<file path="src/rtl/mux_nx1_reg.sv">
// N:1 registered multiplexer with valid/ready handshakes, fixed or round-robin selection.
// Optional 16-bit output-transfer counter enabled by defining MUX_NX1_REG_CNT_EN.
module mux_nx1_reg #(
    parameter int unsigned WIDTH = 8,
    parameter int unsigned SEL_W = 2
) (
    input  logic                          clk,
    input  logic                          rst,
    input  logic [(2**SEL_W)*WIDTH-1:0]   a,
    input  logic [(2**SEL_W)-1:0]         a_valid,
    output logic [(2**SEL_W)-1:0]         a_ready,
    input  logic [SEL_W-1:0]              sel,
    input  logic                          mode,
    output logic [WIDTH-1:0]              y,
    output logic                          y_valid,
    input  logic                          y_ready,
    output logic [SEL_W-1:0]              grant
`ifdef MUX_NX1_REG_CNT_EN
    ,
    output logic [15:0]                   xfer_cnt
`endif
);

    localparam int unsigned N = 2**SEL_W;

    logic [WIDTH-1:0] y_q;
    logic             y_valid_q;
    logic [SEL_W-1:0] grant_q;
    logic [SEL_W-1:0] ptr_q;

    logic             can_load;
    logic [SEL_W-1:0] rr_idx;
    logic             rr_found;
    logic [SEL_W-1:0] chosen;
    logic             chosen_ok;
    logic             accept;

    assign can_load = !y_valid_q || y_ready;

    // First requesting channel at or after ptr; SEL_W-bit addition wraps modulo N.
    always_comb begin
        rr_idx   = ptr_q;
        rr_found = 1'b0;
        for (int k = 0; k < N; k++) begin
            if (!rr_found && a_valid[ptr_q + SEL_W'(k)]) begin
                rr_idx   = ptr_q + SEL_W'(k);
                rr_found = 1'b1;
            end
        end
    end

    assign chosen    = mode ? rr_idx : sel;
    assign chosen_ok = mode ? rr_found : 1'b1;

    always_comb begin
        a_ready = '0;
        if (!rst && chosen_ok) begin
            a_ready[chosen] = can_load;
        end
    end

    assign accept = !rst && chosen_ok && can_load && a_valid[chosen];

    always_ff @(posedge clk) begin
        if (rst) begin
            y_q       <= '0;
            y_valid_q <= 1'b0;
            grant_q   <= '0;
            ptr_q     <= '0;
        end else if (accept) begin
            y_q       <= a[chosen*WIDTH +: WIDTH];
            y_valid_q <= 1'b1;
            grant_q   <= chosen;
            if (mode) begin
                ptr_q <= chosen + SEL_W'(1);
            end
        end else if (can_load) begin
            y_valid_q <= 1'b0;
        end
    end

    assign y       = y_q;
    assign y_valid = y_valid_q;
    assign grant   = grant_q;

`ifdef MUX_NX1_REG_CNT_EN
    logic [15:0] xfer_cnt_q;

    always_ff @(posedge clk) begin
        if (rst) begin
            xfer_cnt_q <= '0;
        end else if (y_valid_q && y_ready) begin
            xfer_cnt_q <= xfer_cnt_q + 16'd1;
        end
    end

    assign xfer_cnt = xfer_cnt_q;
`endif

endmodule

</file>
<file path="config.mk">
export PLATFORM = sky130hd
export DESIGN_NAME = mux_nx1_reg
export DESIGN_NICKNAME = d
export VERILOG_FILES = /design/src/rtl/mux_nx1_reg.sv
export SDC_FILE = /design/constraint.sdc
export NUM_CORES = 1
export LEC_CHECK = 0
export BUFFER_PORTS_ARGS = -buffer_cell sky130_fd_sc_hd__buf_2
export CORE_MARGIN = 3
export CORE_UTILIZATION = 40
export DETAILED_ROUTE_END_ITERATION = 10
export PLACE_DENSITY_LB_ADDON = 0.05
export SLEW_MARGIN = 30
export SYNTH_ARGS = -nofsm -noshare
export SYNTH_HDL_FRONTEND = slang
export SYNTH_SLANG_ARGS = --single-unit
export TNS_END_PERCENT = 100
</file>
<file path="constraint.sdc">
create_clock -name clk -period 2.2 [get_ports clk]
set_clock_uncertainty 0.05 [all_clocks]
set_input_delay 0.22 -clock clk [delete_from_list [all_inputs] [get_ports clk]]
set_output_delay 0.22 -clock clk [all_outputs]
set_load 0.03 [all_outputs]
</file>
==> results of run 1 <==
path summary, 6_finish.rpt:
kind,from,to,slack [ps]
max,ptr_q[1],a_ready[2],-60
min,rst,y_valid,140
max reg2reg,ptr_q[0],ptr_q[0],-30
min reg2reg,grant[0],grant[0],410
power by group through the flow:
stage,Sequential (mW),Combinational (mW),Clock (mW)
finish,0.290,0.537,0.151
global route,0.294,0.574,0.171
CTS,0.288,0.474,0.159
detailed placement,0.294,0.448,0
global placement,0.293,0.439,0
floorplan,0.348,0.244,0
sequential cells by signal (all words and copies together) (netlist names):
register / count
y_valid: 1
ptr_q: 2
grant: 2
y: 8
timing repair:
item	4_1_cts	5_1_grt
pin swaps	11	13
cloned	0	1
setup buffers	5	9
setup endpoints to repair	13	16
resized for setup	13	20
kinds of logic after synthesis:
| kind of cell | count (synthesis) | share of synthesized area (%) |
|---|---|---|
| AO/OA/AOI/OAI | 46 | 34.83 |
| XOR/XNOR | 1 | 0.7480 |
| buffers and inverters | 16 | 8.760 |
| flip-flops | 13 | 22.22 |
| multiplexers | 13 | 20.73 |
| AND/OR/NAND/NOR | 26 | 12.72 |
per-stage QoR:
step	setup TNS, ps	hold WS (ps)
after floorplan	0	234.7
after global placement	-319.4	393.2
after detailed placement	-754.4	404.2
after CTS	-453.8	130.4
after global routing	-1533	152.3
final	-127.7	142.1
layer usage:
| layer | wire length, um | GRT usage (%) | up-vias | part of all wire [%] |
|---|---|---|---|---|
| met4 | 8 | 1.899 | 0 | 0.21 |
| met2 | 1829 | 34.41 | 56 | 48 |
| met3 | 274 | 5.616 | 2 | 7.2 |
| li1 | - | - | 644 | - |
| met5 | 0 | 0 | - | 0 |
| met1 | 1694 | 28.57 | 659 | 45 |
area by class of cell:
class	count	area (um2)	share of cell area, %
Clock buffer	4	26.28	1.385
Inverter	7	26.28	1.385
Multi-Input combinational cell	86	914.6	48.22
Sequential cell	13	267.8	14.12
Tap cell	30	37.54	1.979
Timing Repair Buffer	92	624.3	32.92
placed cells by master (no fill, tap or decap), types with 2 or more instances in the layout:
cell / n
dfxtp_1: 11
nand2_1: 6
clkbuf_4: 3
o2111ai_1: 2
o311a_1: 7
mux2i_1: 3
nor3_2: 2
nor2_1: 2
nand2_2: 2
a311oi_1: 3
o311a_2: 2
dfxtp_4: 2
a21o_1: 8
buf_6: 9
inv_1: 5
mux4_2: 9
nor2_2: 2
a21oi_1: 4
buf_2: 52
buf_4: 29
nor2b_1: 2
nor4bb_4: 2
o41a_1: 2
cell usage after synthesis, types with 2 or more instances:
cell type,count
nand2b_1,2
buf_6,3
o41a_1,2
mux4_2,9
nand2_1,7
a311oi_1,4
nor2b_1,3
o311a_2,2
a21o_1,8
o2111ai_1,2
mux2i_1,4
buf_4,5
inv_1,5
a21oi_1,5
dfxtp_1,13
nor2_1,4
nor4bb_1,2
nor3_1,2
o311a_1,7
o21ai_0,2
==> summary.txt, run 1 <==
Floorplan
  • Die area: between 3000 and 4000 um2
  • Die Height: 60.11 um
  • Die X: ~60 um
  • Core Rows: 18
  • I/O pin count: 57
  • Core outline area: 2635 um2
  • Initial Utilization: 44.44%

Timing
  • Final hold vios: 0
  • Max Slew Vio Count: 0
  • Tmin final: approximately 2300 ps
  • RSZ-0062 raised after global routing: yes
  • Max Fclk: around 0.44 GHz
  • Slew of the pin with the lowest slew margin: 349.3 ps
  • Final WS setup: -56.25 ps
  • Slew margin rel.: 76.64%
  • Endpoints failing setup: 5
  • Final Cycle Share: 102.6%

Finish
  • Antenna cells: 0
  • Finished Core Util: between 70% and 80%
  • Layout area overhead: 61.97%
  • Finished Layout Cells: ~230
  • Share of layout cells above drive strength 1: roughly 65%
  • Design Area, Final: 1897 um2
  • Fillers: ~210
  • Layout net count: 245

Critical path
  • Worst Setup Path Type: reg -> out
  • Reg2Reg Depth: 9
  • Worst Path Required: roughly 1900 ps
  • Worst path bufs/invs: 2
  • Max stage delay cell, worst path: mux4_2
  • CP top delay family: multiplexers
  • Crit end category: primary output
  • Largest stage delay, worst path: 510 ps
  • Worst path depth: 6
  • Critical Path AT: 1990 ps
  • Crit-path max FO: 4
  • Critical path startpoint category: flip-flop
  • Crit-path cells: mux4_2 -> a311oi_1 -> buf_4 -> nand2_2 -> a21oi_4 -> buf_6

Power and ir drop
  • Clock share of power: 15.5%
  • Share of power burned in registers: between 20% and 30%
  • Total power divided by cell area: 515.4 nW/um2
  • Pleak: 0.9276 nW
  • Final Power: 977.7 uW
  • Psw: 372.6 uW
  • VDD IR max: 0.0004627 V
  • Net Sw Frac: 38.11%
  • Logic gate share of total power: 54.9%
  • Internal power: 605.1 uW

Drt
  • Detail-routed via count per cell: 5.866
  • TritonRoute pass-1 iters: 4
  • Antenna viol nets, final: 0
  • Final WL: about 3.8 mm
  • 1st-iter DRT viols: 81
  • Remaining DRCs: 0
  • Vias: 1,361
  • DR WL/cell: 16.41 um

Synth
  • Number of synthesized flops with an enable pin: 0
  • Post-synth cell types: 44
  • Syn Nets: 157
  • Cell taking the most area after synthesis: dfxtp_1
  • Synth Instances: between 100 and 150
  • Top post-synthesis cells by area: dfxtp_1 (22%), mux4_2 (17%), o311a_1 (6.0%)
  • Syn_area_per_cell: between 10 and 15 um2
  • Post-synthesis sequential area ratio: 22.22%
  • Fraction of registers with async set/reset: 0%
  • Area share of the largest cell type after synthesis: 22.22%
  • Number of synthesized register bits: 13
  • Synth Cell Area: around 1200 um2
  • YS warnings: 0
  • Synth Flop Type: dfxtp_1

Placement
  • Cells after DPL: 214
  • Hpwl dp: 2.766 mm
  • Setup slack at placement: -107.3 ps
  • Port buffer count: 56
  • Placer congestion estimate: between 0.8 and 0.9
  • Post-place instance area: 1612 um2

Global route
  • Vias in the first global route: 1,329
  • Total grt overflow: 0
  • Overall Global Routing Usage: about a fifth
  • Initial antenna violation count: 0
  • First-pass GRT wire length: 5.775 mm
  • Largest net degree at the start of global routing: 14

Clock network
  • Clk_lat worst skew: 280 ps
  • Clk slew on worst S/H paths: ~90 ps
  • Clk buf depth: 2
  • TritonCTS Buffers: 3
  • CTS sink count: 13
  • H-tree depth: 1
  • Hold buffer count at cts: 0
  • CTS tree: built
  • CTS root buffer: clkbuf_4

Outcome
  • Status: complete, but fails checks
  • Failing checks: setup timing

Worst hold path
  • Hold/Removal Path Class: in -> reg
  • Hold depth: 2

Job
  • Max Cap Viol: 0
Note: power is estimated with default switching activity, not from simulation.
==> run 2, diff against run 1 <==
--- a/config.mk
+++ b/config.mk
@@ -5,6 +5,7 @@
 export SDC_FILE = /design/constraint.sdc
 export NUM_CORES = 1
 export LEC_CHECK = 0
+export ABC_AREA = 1
 export BUFFER_PORTS_ARGS = -buffer_cell sky130_fd_sc_hd__buf_2
 export CORE_MARGIN = 3
 export CORE_UTILIZATION = 40
==> constraint.sdc (replaced) <==
create_clock -name clk -period 2.69 [get_ports clk]
set_clock_uncertainty 0.05 [all_clocks]
set_input_delay 0.269 -clock clk [delete_from_list [all_inputs] [get_ports clk]]
set_output_delay 0.269 -clock clk [all_outputs]
set_load 0.03 [all_outputs]
==> summary.txt, run 2 <==
Timing
  • Final Cycle Share: 93.12%
  • Max Slew Vio Count: 0
  • TNS Setup: 0 ps
  • Slew of the pin with the lowest slew margin: 366.0 ps
  • Max Fclk: roughly 0.4 GHz
  • Final hold vios: 0
  • Endpoints failing setup: 0
  • Worst hold slack: ~140 ps
  • Slew margin rel.: 75.57%
  • Tmin final: ~2500 ps
  • RSZ-0062 raised after global routing: no

Global route
  • Overall Global Routing Usage: 17.27%
  • Total grt overflow: 0
  • First-pass GRT wire length: approximately 5 mm
  • GRT Max-Usage Layer: met1
  • Vias in the first global route: 1,155
  • GR Util met3: 2.273%
  • Initial antenna violation count: 0
  • Largest net degree at the start of global routing: 21
  • GRT met1 Usage: 27.41%
  • Met2 usage: 23.92%

Drt
  • Final WL: 3.351 mm
  • Detail-routed via count per cell: 4.667
  • DR WL/cell: 10.34 um
  • 1st-iter DRT viols: 71
  • Vias: 1,512
  • Remaining DRCs: 0
  • Antenna viol nets, final: 0
  • TritonRoute pass-1 iters: 4

Clock network
  • Clk_lat worst skew: 280 ps
  • CTS sink count: 13
  • CTS tree: built
  • CTS root buffer: clkbuf_4
  • TritonCTS Buffers: 3
  • Clk buf depth: 2
  • Hold buffer count at cts: 0
  • Clk slew on worst S/H paths: approximately 90 ps
  • H-tree depth: 1

Critical path
  • Worst Setup Path Type: reg -> out
  • Reg-to-reg slack, setup: 290 ps
  • FF-to-FF End: y[3]
  • Critical Path AT: around 2200 ps
  • Worst Path Required: around 2400 ps
  • Crit end category: primary output
  • Crit-path max FO: 17
  • Critical path startpoint category: flip-flop
  • Reg2Reg Depth: 16
  • Worst r2r src: ptr_q[0]

Finish
  • Antenna cells: 0
  • Layout area overhead: 28.60%
  • Share of layout cells above drive strength 1: 31.91%
  • Finished Core Util: between 50% and 60%
  • Fillers: 340
  • Largest register FFs: 8
  • Commonest non-fill, non-tap cells in the layout: nand2_1 (71), buf_2 (54), nor2_1 (40)
  • Most common cell after layout, fill and taps aside: nand2_1
  • Layout net count: 325

Synth
  • Post-synth cell types: 23
  • Post-synthesis sequential area ratio: between 20% and 30%
  • Fraction of registers with async set/reset: 0%
  • Area share of the largest cell type after synthesis: approximately a fifth
  • Syn_area_per_cell: 5.536 um2
  • Syn Nets: 268
  • Synth Flop Type: dfxtp_1
  • Cell taking the most area after synthesis: nand2_1
  • Most common cell in the netlist: nand2_1
  • YS warnings: 0
  • Number of synthesized register bits: 13
  • Top post-synthesis cells by area: nand2_1 (21%), dfxtp_1 (21%), nor2_1 (12%)
  • Post-synth top cells: nand2_1 (71), nor2_1 (40), inv_1 (19)
  • Synth Cell Area: 1251 um2
  • Number of synthesized flops with an enable pin: 0
  • Synth Instances: 226

Outcome
  • Status: completed

Placement
  • Hpwl dp: 2.641 mm
  • Port buffer count: 56
  • Placer congestion estimate: 0.8162

Power and ir drop
  • Total power divided by cell area: 558.6 nW/um2
  • Pleak: 0.8798 nW
  • Internal power: ~470 uW
  • Net Sw Frac: 47.94%
  • Psw: 430.8 uW
  • Clock share of power: between 10 and 15%
  • VDD IR max: 0.0002011 V
  • Logic gate share of total power: 59.3%
  • Share of power burned in registers: 26.8%

Floorplan
  • Initial Utilization: a little over two fifths
  • Core outline area: 2877 um2
  • Die area: 3835 um2
  • Die Height: 61.93 um
  • I/O pin count: 57
  • Core Rows: 19
  • Die X: 61.93 um

Worst hold path
  • Hold/Removal Path Class: in -> reg
  • Hold depth: 2
  • Hold path endpoint: grant[1]
  • Hold_sp: rst

Job
  • Max Cap Viol: 0
[run 2: layout make-up]
cell class | count | area (um2) | area share, %
Timing Repair Buffer | 63 | 345.3 | 21.46
Tap cell | 42 | 52.55 | 3.266
Multi-Input combinational cell | 180 | 833.3 | 51.79
Clock buffer | 4 | 26.28 | 1.633
Sequential cell | 13 | 262.8 | 16.33
Inverter | 22 | 88.84 | 5.521
[run 2: through the flow]
step	instances	instance area (um2)	power [mW]	worst slack (ps)
2_1_floorplan	226	1251	0.6460	161.2
3_3_place_gp	318	1536	0.7559	336.4
3_5_place_dp	318	1536	0.7532	292.6
4_1_cts	322	1563	0.8779	3.752
5_1_grt	324	1609	0.9808	6.689
6_report	324	1609	0.8988	185.0
[run 2: repair_timing]
item,4_1_cts,5_1_grt
endpoints found under the hold margin,0,0
endpoints found under the setup margin,0,15
gates resized for setup,0,10
buffers inserted,0,2
[run 2: power groups by stage]
stage               Sequential, mW  Clock (mW)  Combinational (mW)
floorplan                    0.295           0               0.351
global placement             0.243           0               0.513
detailed placement           0.244           0               0.509
CTS                          0.239       0.127               0.512
global route                 0.244       0.135               0.602
finish                       0.241       0.125               0.533
[run 2: cells by family (layout without fill, tap and decap cells)]
logic type,after synthesis,in the layout,share of synthesized area (%)
compound gates,29,29,12.70
buf+inv,33,89,13.40
simple gates,151,151,53.10
flops,13,13,20.80
[run 2: layer usage]
layer	wire (um)	part of all wire, %	vias up
met2	1334	40	63
met4	8	0.24	0
met5	0	0	-
li1	-	-	828
met3	265	7.9	2
met1	1742	52	619
[run 2: worst max-delay path by stage]
stage	cells after the start	slack (ps)	startpoint	end
finish	13	190	ptr_q[0]	a_ready[2]
global placement	18	340	ptr_q[1]	ptr_q[0]
floorplan	13	160	ptr_q[0]	a_ready[0]
global route	14	7	ptr_q[1]	a_ready[0]
detailed placement	18	290	ptr_q[1]	ptr_q[0]
CTS	13	4	ptr_q[1]	a_ready[3]
[run 2: critical path, cell delays in order, from the launching register on]
cell,delay [ps]
dfxtp_2,370
buf_6,150
nand2_1,50
nand2_1,120
nand2_1,90
nand2_1,110
nand4_1,130
nand2_1,120
nand3_2,120
nand2_4,120
buf_6,160
nand2_1,80
nor2_1,80
clkbuf_4,190
